<file path="config.mk">
export PLATFORM = sky130hd
export DESIGN_NAME = pwm_csr_bank
export DESIGN_NICKNAME = d
export VERILOG_FILES = /design/src/rtl/pwm_csr_bank.sv
export SDC_FILE = /design/constraint.sdc
export NUM_CORES = 2
export LEC_CHECK = 0
export ABC_AREA = 1
export BUFFER_PORTS_ARGS = -buffer_cell sky130_fd_sc_hd__buf_2
export CORE_ASPECT_RATIO = 0.5
export CORE_UTILIZATION = 58
export DETAILED_ROUTE_END_ITERATION = 10
export PLACE_DENSITY = 0.8
export REMOVE_ABC_BUFFERS = 1
export SKIP_CTS_REPAIR_TIMING = 1
export SLEW_MARGIN = 25
export SYNTH_ARGS = -nofsm -noshare
export SYNTH_HDL_FRONTEND = slang
export SYNTH_SLANG_ARGS = --single-unit
</file>
<file path="constraint.sdc">
create_clock -name sys_clk -period 1.7 [get_ports sys_clk]
set_input_delay 0.255 -clock sys_clk [delete_from_list [all_inputs] [get_ports sys_clk]]
set_output_delay 0.255 -clock sys_clk [all_outputs]
set_load 0.02 [all_outputs]
</file>
<file path="src/rtl/pwm_csr_bank.sv">
// rtl/pwm_csr_bank.sv - SPI byte-stream register bank driving NUM_CH double-buffered PWM channels
module pwm_csr_bank #(
  parameter int NUM_CH = 7,
  parameter int CNT_W  = 16
) (
  input  logic              sys_clk,
  input  logic              rst,
  input  logic [7:0]        data_in,
  input  logic              data_rdy,
  input  logic              frame,
  output logic [7:0]        data_out,
  output logic              data_latch,
  output logic [NUM_CH-1:0] chip_out
);

  typedef enum logic [1:0] {IDLE, DATA0, DATA1} state_t;

  localparam logic [1:0] REG_DUTY = 2'd0;
  localparam logic [1:0] REG_PER  = 2'd1;
  localparam logic [1:0] REG_CTRL = 2'd2;

  state_t      state_q, state_d;
  logic [7:0]  cmd_q, cmd_d;
  logic [7:0]  low_q, low_d;
  logic [7:0]  rd_hi_q, rd_hi_d;
  logic [7:0]  data_out_q, data_out_d;
  logic        data_latch_q, data_latch_d;

  logic [CNT_W-1:0] duty_sh_q  [NUM_CH];
  logic [CNT_W-1:0] duty_sh_d  [NUM_CH];
  logic [CNT_W-1:0] per_sh_q   [NUM_CH];
  logic [CNT_W-1:0] per_sh_d   [NUM_CH];
  logic [CNT_W-1:0] duty_act_q [NUM_CH];
  logic [CNT_W-1:0] duty_act_d [NUM_CH];
  logic [CNT_W-1:0] per_act_q  [NUM_CH];
  logic [CNT_W-1:0] per_act_d  [NUM_CH];
  logic [CNT_W-1:0] cnt_q      [NUM_CH];
  logic [CNT_W-1:0] cnt_d      [NUM_CH];
  logic [NUM_CH-1:0] en_q, en_d, inv_q, inv_d, out_q, out_d, clr_v;

  logic [15:0] wdata;
  logic [15:0] rd_val;
  logic        commit;

  assign wdata  = {data_in, low_q};
  assign commit = frame && data_rdy && (state_q == DATA1) && cmd_q[7];

  // Read snapshot is taken from the command byte itself, before it is registered.
  always_comb begin
    rd_val = 16'h0000;
    for (int i = 0; i < NUM_CH; i++) begin
      if (data_in[6:2] == 5'(i)) begin
        case (data_in[1:0])
          REG_DUTY: rd_val = 16'(duty_sh_q[i]);
          REG_PER:  rd_val = 16'(per_sh_q[i]);
          REG_CTRL: rd_val = {14'b0, inv_q[i], en_q[i]};
          default:  rd_val = 16'(cnt_q[i]);
        endcase
      end
    end
  end

  always_comb begin
    state_d      = state_q;
    cmd_d        = cmd_q;
    low_d        = low_q;
    rd_hi_d      = rd_hi_q;
    data_out_d   = data_out_q;
    data_latch_d = 1'b0;
    if (!frame) begin
      state_d = IDLE;
    end else if (data_rdy) begin
      case (state_q)
        IDLE: begin
          cmd_d   = data_in;
          state_d = DATA0;
          if (!data_in[7]) begin
            rd_hi_d      = rd_val[15:8];
            data_out_d   = rd_val[7:0];
            data_latch_d = 1'b1;
          end
        end
        DATA0: begin
          low_d   = data_in;
          state_d = DATA1;
          if (!cmd_q[7]) begin
            data_out_d   = rd_hi_q;
            data_latch_d = 1'b1;
          end
        end
        default: state_d = IDLE;
      endcase
    end
  end

  // Active registers load the pre-edge shadow, so a commit coinciding with a wrap waits one period.
  always_comb begin
    clr_v = '0;
    en_d  = en_q;
    inv_d = inv_q;
    for (int i = 0; i < NUM_CH; i++) begin
      duty_sh_d[i]  = duty_sh_q[i];
      per_sh_d[i]   = per_sh_q[i];
      duty_act_d[i] = duty_act_q[i];
      per_act_d[i]  = per_act_q[i];
      cnt_d[i]      = cnt_q[i];
      if (commit && cmd_q[6:2] == 5'(i)) begin
        case (cmd_q[1:0])
          REG_DUTY: duty_sh_d[i] = wdata[CNT_W-1:0];
          REG_PER:  per_sh_d[i]  = wdata[CNT_W-1:0];
          REG_CTRL: begin
            en_d[i]  = wdata[0];
            inv_d[i] = wdata[1];
            clr_v[i] = wdata[2];
          end
          default: ;
        endcase
      end
      if (!en_q[i] || clr_v[i] || cnt_q[i] == per_act_q[i]) begin
        cnt_d[i]      = '0;
        duty_act_d[i] = duty_sh_q[i];
        per_act_d[i]  = per_sh_q[i];
      end else begin
        cnt_d[i] = cnt_q[i] + CNT_W'(1);
      end
      out_d[i] = en_q[i] ? ((cnt_q[i] < duty_act_q[i]) ^ inv_q[i]) : inv_q[i];
    end
  end

  always_ff @(posedge sys_clk) begin
    if (rst) begin
      state_q      <= IDLE;
      cmd_q        <= '0;
      low_q        <= '0;
      rd_hi_q      <= '0;
      data_out_q   <= '0;
      data_latch_q <= 1'b0;
      en_q         <= '0;
      inv_q        <= '0;
      out_q        <= '0;
      for (int i = 0; i < NUM_CH; i++) begin
        duty_sh_q[i]  <= '0;
        per_sh_q[i]   <= '0;
        duty_act_q[i] <= '0;
        per_act_q[i]  <= '0;
        cnt_q[i]      <= '0;
      end
    end else begin
      state_q      <= state_d;
      cmd_q        <= cmd_d;
      low_q        <= low_d;
      rd_hi_q      <= rd_hi_d;
      data_out_q   <= data_out_d;
      data_latch_q <= data_latch_d;
      en_q         <= en_d;
      inv_q        <= inv_d;
      out_q        <= out_d;
      for (int i = 0; i < NUM_CH; i++) begin
        duty_sh_q[i]  <= duty_sh_d[i];
        per_sh_q[i]   <= per_sh_d[i];
        duty_act_q[i] <= duty_act_d[i];
        per_act_q[i]  <= per_act_d[i];
        cnt_q[i]      <= cnt_d[i];
      end
    end
  end

  assign data_out   = data_out_q;
  assign data_latch = data_latch_q;
  assign chip_out   = out_q;

endmodule

</file>
After elaboration in Yosys (flattened, before gate mapping):

Memory sizes are Yosys's and may differ from the RTL's.
Index checks and enable logic that the tools add are counted.

* register bits: 56
* RAM bits: 560
* input bits: 12
* memories: 5

* add/sub/neg operators: 7
* magnitude comparators: 7
* eq/ne operators: 27
* mux-type cells: 123
* bitwise logic cells: 45
* reductions and logical operators: 50

Memory list
* cnt_q: depth 7, bits a word 16, read ports 7, clocked after memory_dff 0, write ports 7, RTL line 37 `logic [CNT_W-1:0] cnt_q [NUM_CH];`
* duty_act_q: depth 7, bits a word 16, read ports 7, clocked after memory_dff 0, write ports 7, RTL line 33 `logic [CNT_W-1:0] duty_act_q [NUM_CH];`
* duty_sh_q: depth 7, bits a word 16, read ports 7, clocked after memory_dff 0, write ports 7, RTL line 29 `logic [CNT_W-1:0] duty_sh_q [NUM_CH];`
* per_act_q: depth 7, bits a word 16, read ports 7, clocked after memory_dff 0, write ports 7, RTL line 35 `logic [CNT_W-1:0] per_act_q [NUM_CH];`
* per_sh_q: depth 7, bits a word 16, read ports 7, clocked after memory_dff 0, write ports 7, RTL line 31 `logic [CNT_W-1:0] per_sh_q [NUM_CH];`

Operator list (count)
* $mux W16: 91
* $pmux W16 S3: 7
* $add A16 B1 Y16 const B: 7
* $eq A16 B16 Y1: 7
* $lt A16 B16 Y1: 7
* $or A1 B1 Y1: 35
* $eq A5 B3 Y1 const B: 6
* $eq A5 B2 Y1 const B: 4
* $mux W1: 20
* $mux W8: 2
* $pmux W8 S2: 1
* $logic_or A1 B1 Y1: 14
* $reduce_and A2 Y1: 7
* $eq A5 B1 Y1 const B: 2
* $logic_and A1 B1 Y1: 10
* $logic_not A5 Y1: 2
* $logic_not A1 Y1: 7
* $xor A1 B1 Y1: 7
* $eq A2 B1 Y1 const B: 3
* $eq A2 B2 Y1 const B: 3
* $logic_not A2 Y1: 3
* $reduce_and A3 Y1: 2
* $reduce_and A5 Y1: 1
* $ne A2 B2 Y1 const B: 2
* other kinds (7): 9

Logic depth before layout (Yosys ltp):

* word-level depth: 11
* mapped depth: 14

Least setup slack after synthesis:

No wires, ideal clock.

* kind: register to register
* start point: memory cnt_q[6][0]
* end point: memory cnt_q[6][14]
* library setup time: 0.122 ns
* arrival: 1.635 ns
* data required time: 1.578 ns
* path slack: -0.057 ns
* cell stages (with the launch flop): 10
* buffers on the path: 0
* cells stage by stage: dfxtp_1 -> ha_1 -> nand3_1 -> nor3_1 -> nand2_1 -> nor2_1 -> nand2_1 -> nor3_1 -> xor2_1 -> nor2_1

RTL lines (RTL line)
* start, declared: 37

==> qor.txt <==
Worst EP required: 2190 ps
# IOs: 28
Cell count along the critical path: 8
Most frequent cells in the layout: nand2_1, dfxtp_1, nor2_1
Pwr dens: 735 nW/µm²
Die Wd: 328 µm
Status: finished with violations
EDFF count, synth: 0
Cell area after synthesis: 30800 µm²
Vias in the first global route: 28.4k
Synthesized instance count: 4408
Layout cells sized above 1: 0.237
DRT Pass-1 Iters: 8
Failing checks: negative setup slack
Number of hold-slack violations in the final timing report: 0
Hpwl dp: 73200 µm
Slew @ Worst Pin: 497 ps
Core area: 52200 µm²
CTS Buf Count: 54
Max Fanout on Critical Path: 27
# H-tree levels: 2
Seq. cell area: 12400 µm²
Post-synthesis sequential area ratio: 0.401
Fmax: 0.498 GHz
Final slew viol count: 0
Worst skew pair latency: 630 ps
Peak VDD IR: 0.00105 V
Antenna Nets Post-Route: 0
CP dominant cell by count: nor2_1
Nets@finish: 4867
Gr ovfl total: 0
Remaining DRCs: 0
CP peak stage delay: 360 ps
Post-layout util: 0.770
Setup ws final: -309 ps
RSZ-0062 raised after global routing: yes
Hold Crit Depth: 4
Routed wire per std cell: 21.1 µm
WL final: 116000 µm
I/O Buffers: 27
Total GRT Usage: 0.361
Most common cell after layout, fill and taps aside: nand2_1
CTS Sinks: 616
First-iteration detailed-routing DRC count: 5219
Startpoint Class: register
Initial antenna violation count: 0
Post-route minimum period: 2010 ps
CTS root buf: clkbuf_16
Arrival @ worst endpoint: 2500 ps
Clk pin slew, worst setup/hold paths: 70 ps
Cells on worst reg2reg path: 8
Critical-path cell list: xor2_1 -> nor2_1 -> nand2_1 -> nor3_2 -> nand4_1 -> buf_6 -> a21oi_1 -> nor2_1
Ys flop type: dfxtp_1
Multi-input logic area: 17700 µm²
Synth Area per Inst: 6.98 µm²
Final Cycle Share: 1.18
Power Total: 29.5 mW
Placed inst area: 34600 µm²
Row count: 59
Count of cell types in the netlist: 44
Clock skew: 29.4 ps
Hold Path Class: in2reg
Area delta synth->final: 30.5%
Max Root-Sink Buffers: 3
Global-route wire length before repair: 155000 µm
Pleak: 15.5 nW
Asr flop ratio synth: 0
Final GP Congestion: 1.03
# setup viols final: 424
Crit path max-delay cell type: dfxtp_4
Die area: 54000 µm²
Initial Utilization: 0.590
Yosys reg bits: 616
Die H: 165 µm
CTS tree: yes
Fin Setup TNS: -38640 ps
Max Cap Violations: 0
Vias: 33.6k
Final instance area: 40200 µm²
Largest net degree at the start of global routing: 51
Worst Setup Path Type: reg2reg
Slew HR: 0.669
Nature of the critical path endpoint: register
Fill cell count: 3312
Synthesis Warnings: 0
Worst Path Buf+Inv: 1
Vias/cell: 6.13
Family with the most delay on the worst path: simple AND/OR/NAND/NOR gates
[Yosys cell counts, drive strengths merged, types with 7 or more instances]
master | instances | area, µm²
nand2 | 828 | 3120
ha | 112 | 1400
xnor2 | 63 | 552
xor2 | 65 | 569
o211ai | 29 | 218
or2 | 8 | 50.1
a211oi | 13 | 97.6
nor4 | 11 | 109
nand3b | 54 | 405
nor2 | 580 | 2210
o21ai | 317 | 1590
clkbuf | 141 | 529
nor3 | 56 | 310
buf | 124 | 648
o21a | 7 | 52.6
o22ai | 18 | 113
inv | 478 | 1790
nand4 | 76 | 490
nand3 | 255 | 1280
dfxtp | 616 | 12300
a31oi | 9 | 56.3
a21oi | 514 | 2580
o221ai | 21 | 184
[worst paths after layout]
path                                             start                       endpoint  slack, ps
worst min-delay path                          data_rdy        state_q[1]$_SDFFE_PP0P_         60
worst max register to register  cnt_q[6][3]$_SDFF_PP0_  duty_act_q[6][8]$_SDFFE_PP0P_       -310
worst max-delay path            cnt_q[6][3]$_SDFF_PP0_  duty_act_q[6][8]$_SDFFE_PP0P_       -310
worst min register to register  cnt_q[0][0]$_SDFF_PP0_         cnt_q[0][0]$_SDFF_PP0_        450
[layer usage]
metal  vias up  global-route usage  wire, µm
met5         -                   0         0
met4         0              0.0962      5640
met3       527              0.0737     14500
met2      2298               0.572     50800
met1     15720               0.500     44900
li1      15058                   -         -
[worst min-delay path: cells and delay by family]
family | cells | cell delay (ps)
AND/OR/NAND/NOR | 1 | 60
buffers and inverters | 2 | 250
AO/OA/AOI/OAI | 1 | 60
[cell families after synthesis]
| group | after synthesis | synth area share |
|---|---|---|
| buf+inv | 744 | 0.0967 |
| compound gates | 939 | 0.162 |
| simple gates | 1869 | 0.259 |
| xor+xnor | 128 | 0.0364 |
| flops | 616 | 0.401 |
| fa+ha+maj | 112 | 0.0455 |
[report_power, final]
| part | leakage, nW | total [mW] | internal, mW | switching (mW) |
|---|---|---|---|---|
| clock | 0.911 | 13.5 | 7.57 | 5.92 |
| sequential | 5.00 | 14.5 | 14.4 | 0.0335 |
| combinational | 9.57 | 1.59 | 0.518 | 1.07 |
[area by class of cell]
type / count / area share
multi-input cells: 3050 / 0.440
flip-flops and latches: 616 / 0.310
repair buffers: 540 / 0.135
inverters: 479 / 0.0457
clock buffers: 79 / 0.0408
well taps: 701 / 0.0218
clock inverters: 15 / 0.00586
repair inverters: 2 / 0.000436
diodes: 1 / 0.0000623
[state kept, by name, indices dropped and copies added (netlist names)]
name        cells
en_q            7
inv_q           7
rd_hi_q         8
duty_sh_q     112
cmd_q           8
cnt_q         112
data_latch      1
data_out        8
per_act_q     112
state_q         2
per_sh_q      112
low_q           8
chip_out        7
duty_act_q    112
[stage by stage]
stage          hold slack (ps)  std cells  setup WS (ps)
2_1_floorplan              324       4143          -6560
3_3_place_gp               446       5310           -325
3_5_place_dp               445       5310           -312
4_1_cts                  -46.4       5404           -275
5_1_grt                   54.6       5482           -335
6_report                  56.7       5483           -309
No activity file was read; power rests on OpenSTA's default activity.
